$ cat config.mk
export PLATFORM = sky130hd
export DESIGN_NAME = mem_arbiter
export DESIGN_NICKNAME = d
export VERILOG_FILES = /design/src/rtl/mem_arb_pkg.sv /design/src/rtl/mem_arb_rr2.sv /design/src/rtl/mem_arbiter.sv
export SDC_FILE = /design/constraint.sdc
export NUM_CORES = 1
export LEC_CHECK = 0
export CORE_UTILIZATION = 25
export DETAILED_ROUTE_END_ITERATION = 8
export SYNTH_ARGS = -nofsm -noshare
export SYNTH_HDL_FRONTEND = slang
export SYNTH_SLANG_ARGS = --single-unit
$ cat constraint.sdc
create_clock -name CLK -period 5.9 [get_ports CLK]
set_input_delay 1.18 -clock CLK [delete_from_list [all_inputs] [get_ports CLK]]
set_output_delay 1.18 -clock CLK [all_outputs]
set_load 0.01 [all_outputs]
$ cat src/rtl/mem_arb_pkg.sv
// Shared types and constants for the two-port memory_access arbiter.
package mem_arb_pkg;

  // Arbiter control states
  typedef enum logic [1:0] {
    ST_IDLE    = 2'd0,
    ST_ISSUE   = 2'd1,
    ST_RELEASE = 2'd2
  } arb_state_t;

  // Width of the memory_access CTRL field
  localparam int MA_CTRL_W = 3;

  // Minimum number of cycles spent with ENABLE low after a completion
  localparam int RELEASE_MIN = 2;

  // Requester identifier: 0 = pipeline memory stage, 1 = convolution prefetch
  typedef logic [0:0] req_id_t;

endpackage

$ cat src/rtl/mem_arb_rr2.sv
// Combinational two-way round-robin picker: on a tie the port that was
// not served last wins, otherwise the single requester is chosen.
module mem_arb_rr2
  import mem_arb_pkg::*;
(
  input  logic [1:0] req,
  input  req_id_t    last_id,
  output logic       grant_valid,
  output req_id_t    grant_id
);

  // Pick the winner from the current request pattern and the last-served port
  always_comb begin
    grant_valid = |req;
    grant_id    = req_id_t'(0);
    if (req == 2'b11) begin
      grant_id = ~last_id;
    end else if (req[1]) begin
      grant_id = req_id_t'(1);
    end
  end

endmodule

$ cat src/rtl/mem_arbiter.sv
// Two-port round-robin arbiter sharing one memory_access unit between the
// pipeline memory stage (port 0) and the convolution prefetch engine (port 1).
// Optional watchdog: define MEM_ARB_TIMEOUT_EN to abort an ISSUE that sees no
// handshake within TIMEOUT_CYCLES cycles (DONE and ERR pulse together, RDATA=0).
module mem_arbiter
  import mem_arb_pkg::*;
#(
  parameter int ADDR_W         = 48,
  parameter int DATA_W         = 48,
  parameter int TIMEOUT_CYCLES = 256
) (
  input  logic                 CLK,
  input  logic                 RESET,
  input  logic                 REQ0,
  input  logic                 REQ1,
  input  logic [MA_CTRL_W-1:0] CTRL0,
  input  logic [MA_CTRL_W-1:0] CTRL1,
  input  logic [ADDR_W-1:0]    ADDR0,
  input  logic [ADDR_W-1:0]    ADDR1,
  output logic                 DONE0,
  output logic                 DONE1,
  output logic                 ERR0,
  output logic                 ERR1,
  output logic [DATA_W-1:0]    RDATA0,
  output logic [DATA_W-1:0]    RDATA1,
  output logic                 MA_ENABLE,
  output logic [MA_CTRL_W-1:0] MA_CTRL,
  output logic [ADDR_W-1:0]    MA_ADDRESS,
  input  logic [DATA_W-1:0]    MA_READ,
  input  logic                 MA_HANDSHAKE,
  output logic                 BUSY
);

  arb_state_t           state, state_next;
  req_id_t              grant_id, grant_id_next;
  req_id_t              last_id, last_id_next;
  logic [1:0]           rel_cnt, rel_cnt_next;
  logic                 ma_enable_next;
  logic [MA_CTRL_W-1:0] ma_ctrl_next;
  logic [ADDR_W-1:0]    ma_address_next;
  logic                 done0_next, done1_next, err0_next, err1_next;
  logic [DATA_W-1:0]    rdata0_next, rdata1_next;
  logic                 busy_next;
  logic                 finish;
  logic                 finish_err;
  logic [DATA_W-1:0]    finish_data;
  logic                 pick_valid;
  req_id_t              pick_id;

`ifdef MEM_ARB_TIMEOUT_EN
  localparam int CNT_W = $clog2(TIMEOUT_CYCLES + 1);
  logic [CNT_W-1:0]     cnt, cnt_next;
`endif

  mem_arb_rr2 u_rr2 (
    .req         ({REQ1, REQ0}),
    .last_id     (last_id),
    .grant_valid (pick_valid),
    .grant_id    (pick_id)
  );

  // Next-state and next-output logic; every register value is computed here
  always_comb begin
    state_next      = state;
    grant_id_next   = grant_id;
    last_id_next    = last_id;
    rel_cnt_next    = rel_cnt;
    ma_enable_next  = 1'b0;
    ma_ctrl_next    = MA_CTRL;
    ma_address_next = MA_ADDRESS;
    done0_next      = 1'b0;
    done1_next      = 1'b0;
    err0_next       = 1'b0;
    err1_next       = 1'b0;
    rdata0_next     = RDATA0;
    rdata1_next     = RDATA1;
    finish          = 1'b0;
    finish_err      = 1'b0;
    finish_data     = '0;
`ifdef MEM_ARB_TIMEOUT_EN
    cnt_next        = cnt;
`endif

    case (state)
      ST_IDLE: begin
        if (pick_valid) begin
          grant_id_next   = pick_id;
          ma_ctrl_next    = (pick_id == req_id_t'(1)) ? CTRL1 : CTRL0;
          ma_address_next = (pick_id == req_id_t'(1)) ? ADDR1 : ADDR0;
          ma_enable_next  = 1'b1;
          state_next      = ST_ISSUE;
`ifdef MEM_ARB_TIMEOUT_EN
          cnt_next        = '0;
`endif
        end
      end
      ST_ISSUE: begin
        ma_enable_next = 1'b1;
        if (MA_HANDSHAKE) begin
          finish      = 1'b1;
          finish_data = MA_READ;
        end
`ifdef MEM_ARB_TIMEOUT_EN
        else if (cnt == CNT_W'(TIMEOUT_CYCLES - 1)) begin
          finish     = 1'b1;
          finish_err = 1'b1;
        end else begin
          cnt_next = cnt + CNT_W'(1);
        end
`endif
      end
      ST_RELEASE: begin
        if ((rel_cnt >= 2'(RELEASE_MIN - 1)) && !MA_HANDSHAKE) begin
          state_next = ST_IDLE;
        end else if (rel_cnt < 2'(RELEASE_MIN - 1)) begin
          rel_cnt_next = rel_cnt + 2'd1;
        end
      end
      default: begin
        state_next = ST_IDLE;
      end
    endcase

    if (finish) begin
      state_next     = ST_RELEASE;
      ma_enable_next = 1'b0;
      rel_cnt_next   = 2'd0;
      last_id_next   = grant_id;
      if (grant_id == req_id_t'(1)) begin
        rdata1_next = finish_data;
        done1_next  = 1'b1;
        err1_next   = finish_err;
      end else begin
        rdata0_next = finish_data;
        done0_next  = 1'b1;
        err0_next   = finish_err;
      end
    end

    busy_next = (state_next != ST_IDLE);
  end

  // State and output registers; reset drops ENABLE immediately and aborts any access
  always_ff @(posedge CLK or posedge RESET) begin
    if (RESET) begin
      state      <= ST_IDLE;
      grant_id   <= req_id_t'(0);
      last_id    <= req_id_t'(1);
      rel_cnt    <= 2'd0;
      MA_ENABLE  <= 1'b0;
      MA_CTRL    <= '0;
      MA_ADDRESS <= '0;
      DONE0      <= 1'b0;
      DONE1      <= 1'b0;
      ERR0       <= 1'b0;
      ERR1       <= 1'b0;
      RDATA0     <= '0;
      RDATA1     <= '0;
      BUSY       <= 1'b0;
`ifdef MEM_ARB_TIMEOUT_EN
      cnt        <= '0;
`endif
    end else begin
      state      <= state_next;
      grant_id   <= grant_id_next;
      last_id    <= last_id_next;
      rel_cnt    <= rel_cnt_next;
      MA_ENABLE  <= ma_enable_next;
      MA_CTRL    <= ma_ctrl_next;
      MA_ADDRESS <= ma_address_next;
      DONE0      <= done0_next;
      DONE1      <= done1_next;
      ERR0       <= err0_next;
      ERR1       <= err1_next;
      RDATA0     <= rdata0_next;
      RDATA1     <= rdata1_next;
      BUSY       <= busy_next;
`ifdef MEM_ARB_TIMEOUT_EN
      cnt        <= cnt_next;
`endif
    end
  end

endmodule

# == Word-level counts from Yosys, hierarchy flattened ==
# Cells that the tools add are included.
# classes
addsub,1
order_cmp,2
eq_ne,4
n_mux,23
bitwise,2
reduce_logical,11
# ops
operator,count
48-bit 2-to-1 mux,3
2-bit 2-to-1 mux,7
1-bit 2-to-1 mux,10
2-bit one-hot mux with 3 select lines,1
2-bit AND reduction,3
2-bit nonzero test,3
2-bit equality test (second input constant),2
3-bit 2-to-1 mux,1
3-bit AND reduction,1
2-bit by 1-bit adder with 2-bit output (second input constant),1
2-bit by 1-bit equality test with 1-bit output (second input constant),1
2-bit by 1-bit greater-or-equal comparator with 1-bit output (second input constant),1
2-bit zero test,1
2-bit by 1-bit < comparator with 1-bit output (second input constant),1
2-bit != test (second input constant),1
1-bit inverter,2
1-bit one-hot mux with 2 select lines,1
2-bit OR reduction,1
1-bit logical AND,1
1-bit zero test,1
# totals
register_bits,157
in_bits,155
out_inout_bits,153
wordCells,55

# == Longest topological paths before layout ==
# depth
word_depth,6
ltp_mapped,6
ltp_nobuf,5

# == Modules after synthesis ==
# A second synthesis with hierarchy kept.
# hier_totals
cells_unflattened,470
area_unflattened_um2,6378.6
# by_module_without_submodules
module,n_inst,cells_each,area_each_um2,seq_area_each_um2
mem_arbiter,1,468,6364.9,3930.0
mem_arb_rr2,1,2,13.8,0.0

# == Least setup slack after synthesis ==
# No wires, ideal clock.
# synth_timing
kind,input-to-reg
from,input port REQ1
to,register MA_ADDRESS[0]
t_arrival_ns,2.189
required_ns,5.775
slack_ns,3.586
cell_stages,5
cell_sequence,a21bo_1 > buf_6 > buf_12 > mux2_4 > mux2_4
# synth_via
elab_chain_cells,3
elab_cells_between_ends,6
# synth_lines
item,line_no,text
start: declaration,mem_arbiter.sv:15,"input logic REQ1,"
2-bit equality test / 1-bit 2-to-1 mux (equally long branches),"mem_arb_rr2.sv:16, mem_arb_rr2.sv:18",
1-bit 2-to-1 mux,mem_arb_rr2.sv:16,if (req == 2'b11) begin
48-bit 2-to-1 mux,mem_arbiter.sv:89,ma_address_next = (pick_id == req_id_t'(1)) ? ADDR1 : ADDR0;
end signal: assignment,mem_arbiter.sv:170,MA_ADDRESS <= ma_address_next;
end: declaration,mem_arbiter.sv:28,"output logic [ADDR_W-1:0] MA_ADDRESS,"
# Parallel ways exist; a longest one is shown, timed or not.
# A chain may end at the register's enable or synchronous reset.

# == Worst setup path after layout ==
# layout_timing
from,input port MA_HANDSHAKE
to,register RDATA0[19]
# layout_via
elab_chain_cells,3
elab_cells_between_ends,5
# layout_lines
item,line_no,text
start: declaration,mem_arbiter.sv:30,"input logic MA_HANDSHAKE,"
1-bit 2-to-1 mux,mem_arbiter.sv:99,if (MA_HANDSHAKE) begin
1-bit 2-to-1 mux,mem_arbiter.sv:84,case (state)
2-bit AND reduction (no source line),-,
end signal: assignment,mem_arbiter.sv:175,RDATA0 <= rdata0_next;
end: declaration,mem_arbiter.sv:24,"output logic [DATA_W-1:0] RDATA0,"
# Parallel ways exist; a longest one is shown, timed or not.

==> out/summary.md <==
- **most frequent standard cell in the layout excluding fill and tap cells** clkdlybuf4s50_1
- **critical path depth** 5
- **wire length of the first global-routing pass** 27900 µm
- **row count** 60
- **total length of routed met2 wires** 8860 µm
- **router iterations before antenna repair** 4
- **unrepaired setup endpoints after global routing** false
- **power density over cell area** 526 nW/µm²
- **number of buffers and inverters on the critical path** 2
- **clock transition at the register clock pins on the worst setup and hold paths after CTS** 0.06 ns
- **Worst Reg2Reg Path Length in Cells** 4
- **DPL Wire Length** 12400 µm
- **Power Total** 5.75 mW
- **post-synthesis cell type count** 28
- **Worst IR Drop VDD** 0.201 mV
- **slack of the worst reg-to-reg path** 3.56 ns
- **Max Fclk** 316 MHz
- **area overhead of the layout relative to synthesis** 57.1%
- **Yosys warnings** 0
- **Vias** 4460
- **met1 wire length** 7330 µm
- **H-tree lvl count** 4
- **Hold Fails Final Rpt** 0
- **Worst-Margin Slew** 1.15 ns
- **max-slew headroom at the worst pin** 23.5%
- **number of resized instances in the post-cts repair step** 0
- **Port-buffer cells** 305
- **synthesized instance count** 414
- **path class of the lowest-slack min-delay path** flop to flop
- **weighted congestion at the end of routability-driven global placement** 0.722
- **highest net fanout along the worst path** 29
- **Mean Syn Cell Area** 16.8 µm²
- **total of flip-flops plus latches after synthesis** 157
- **buffer depth of the longest clock path** 2
- **height of the die** 169 µm
- **worst hold path depth** 2
- **drt total wl** 17600 µm
- **cts bufs inserted** 17
- **maxcap violations** 0
- **DRC viols** 0
- **sequential area share after synthesis** 56.5%
- **total negative slack for setup checks** 0 ns
- **cell area after synthesis** 6960 µm²
- **Arr. time, crit path** 3.47 ns
- **Finished Core Util** 40.3%
- **clock insertion delay at the later pin of the skew report** 0.42 ns
- **DRC marker count from the first detailed-route iteration** 147
- **startpoint class of the critical path** input pin
- **Min Hold Slack** 0.481 ns
- **critical path capture point type** flop
- **core box area** 27100 µm²
- **number of global-route vias before repair** 4792
- **sequence of cells on the critical path** clkdlybuf4s50_1 > nand3b_1 > nor2_4 > buf_4 > mux2_2
- **setup clock skew after layout** 0.00912 ns
- **initial standard-cell utilization of the core** 25.7%
- **number of post-CTS setup repair buffers** 0
- **commonest non-fill, non-tap cells in the layout** clkdlybuf4s50_1, dfrtp_1, mux2_4
- **diode count** 0
- **layout cells sized above 1** 31.6%
- **global router's overall resource usage** 12.8%
- **top sig layer** met4
- **Worst Setup Path Type** input pin to flop
- **data required time at the worst endpoint** 6.20 ns
- **maximum number of pins on one net before global-route repair** 64
- **Wirelength per Cell** 16.0 µm
- **post-cts hold buffer count** 0
- **Final Critical Period** 3.17 ns
- **Critical Path Slowest Stage Cell** nor2_4
- **cell total after placement** 1071
- **critical path's top delay family** buffers and inverters
- **Crit path largest cell delay** 0.70 ns
- **filler-free cell count of the finished design** 1103
- **detail-routed via count per cell** 4.04
- **share of the clock period used by the worst path** 53.7%
- **Post-DRT Antenna Nets** 0
- **Die Wd** 169 µm
- **global-route congestion overflow total** 0
- **io pins** 308
- **total leakage power** 4.68 nW
- **run status** completed
- **number of antenna violations at the first check in global routing** 0
- **clock net sink count** 157
- **DIE AREA** 28500 µm²
- **clock root buffer** clkbuf_16
- **clock tree from TritonCTS** built
- **Met3 Wirelength** 1090 µm
- **Final #Nets** 874
- **Finish-stage setup viols** 0
- **number of max-slew violations in the final report** 0
path summary, 6_finish.rpt:
path                              startpoint             end
worst max-delay path            MA_HANDSHAKE      RDATA0[19]
worst min-delay path                 last_id         last_id
worst max register to register      state[0]      RDATA0[19]
worst min register to register       last_id         last_id
max in group asynchronous              RESET      RDATA0[36]
min in group asynchronous              RESET  MA_ADDRESS[13]
worst min-delay path: cells and delay by family (launching register included):
kind / cells / cell delay, ns
flip-flops: 1 / 0.38
AND/OR/NAND/NOR: 2 / 0.11
metal layers:
layer	up-vias	track usage (%)
met5	-	0
met4	0	5.14
met3	20	3.79
met2	149	21.5
met1	2207	15.3
li1	2084	-
flip-flops by register name (all words and copies together) (netlist names):
register and flops:
MA_ADDRESS 48, BUSY 1, rel_cnt 2, DONE1 1
RDATA0 48, state 2, MA_ENABLE 1, RDATA1 48
DONE0 1, grant_id 1, last_id 1, MA_CTRL 3
Yosys cell counts (all sizes together):
library cell | count | area [µm²]
nand3b | 1 | 7.51
nor3 | 2 | 10.0
ha | 1 | 12.5
nor2b | 2 | 12.5
o21a | 1 | 7.51
mux2i | 1 | 10.0
or2 | 1 | 6.26
inv | 5 | 18.8
nand2b | 2 | 12.5
dfrtp | 156 | 3900
o21ai | 4 | 20.0
buf | 25 | 233
a211oi | 1 | 7.51
nand2 | 5 | 18.8
nand3 | 1 | 5.00
nor2 | 2 | 7.51
mux2 | 198 | 2600
a21boi | 1 | 7.51
conb | 1 | 3.75
dfstp | 1 | 26.3
o2111ai | 1 | 8.76
a21bo | 1 | 10.0
a221oi | 1 | 8.76
logic make-up after synthesis:
logic type | Yosys count | synth area share [%]
flops | 157 | 56.5
fa+ha+maj | 1 | 0.180
buf+inv | 30 | 3.62
mux | 199 | 37.5
other cells | 1 | 0.0539
compound gates | 10 | 1.01
simple gates | 16 | 1.15
report_power, final:
group          total (mW)  switching [mW]  internal (mW)
combinational        2.66           0.946           1.71
clock                1.18           0.498          0.685
sequential           1.91           0.285           1.63
layout make-up:
class / instances / area [µm²]
clock buffer: 18 / 429
clock inverter: 14 / 193
fill: 2583 / 16200
inverter: 5 / 23.8
multi-input combinational: 228 / 2800
sequential: 157 / 3930
tap: 372 / 465
timing repair buffer: 309 / 3080
stage by stage:
| step | worst slack (ns) | instance area, µm² |
|---|---|---|
| 6_report | 2.73 | 10900 |
| 5_1_grt | 2.59 | 10900 |
| 4_1_cts | 2.66 | 10900 |
| 3_5_place_dp | 2.21 | 10300 |
| 3_3_place_gp | 2.23 | 10300 |
| 2_1_floorplan | 0.487 | 6960 |
No activity file was read; power rests on OpenSTA's default activity.
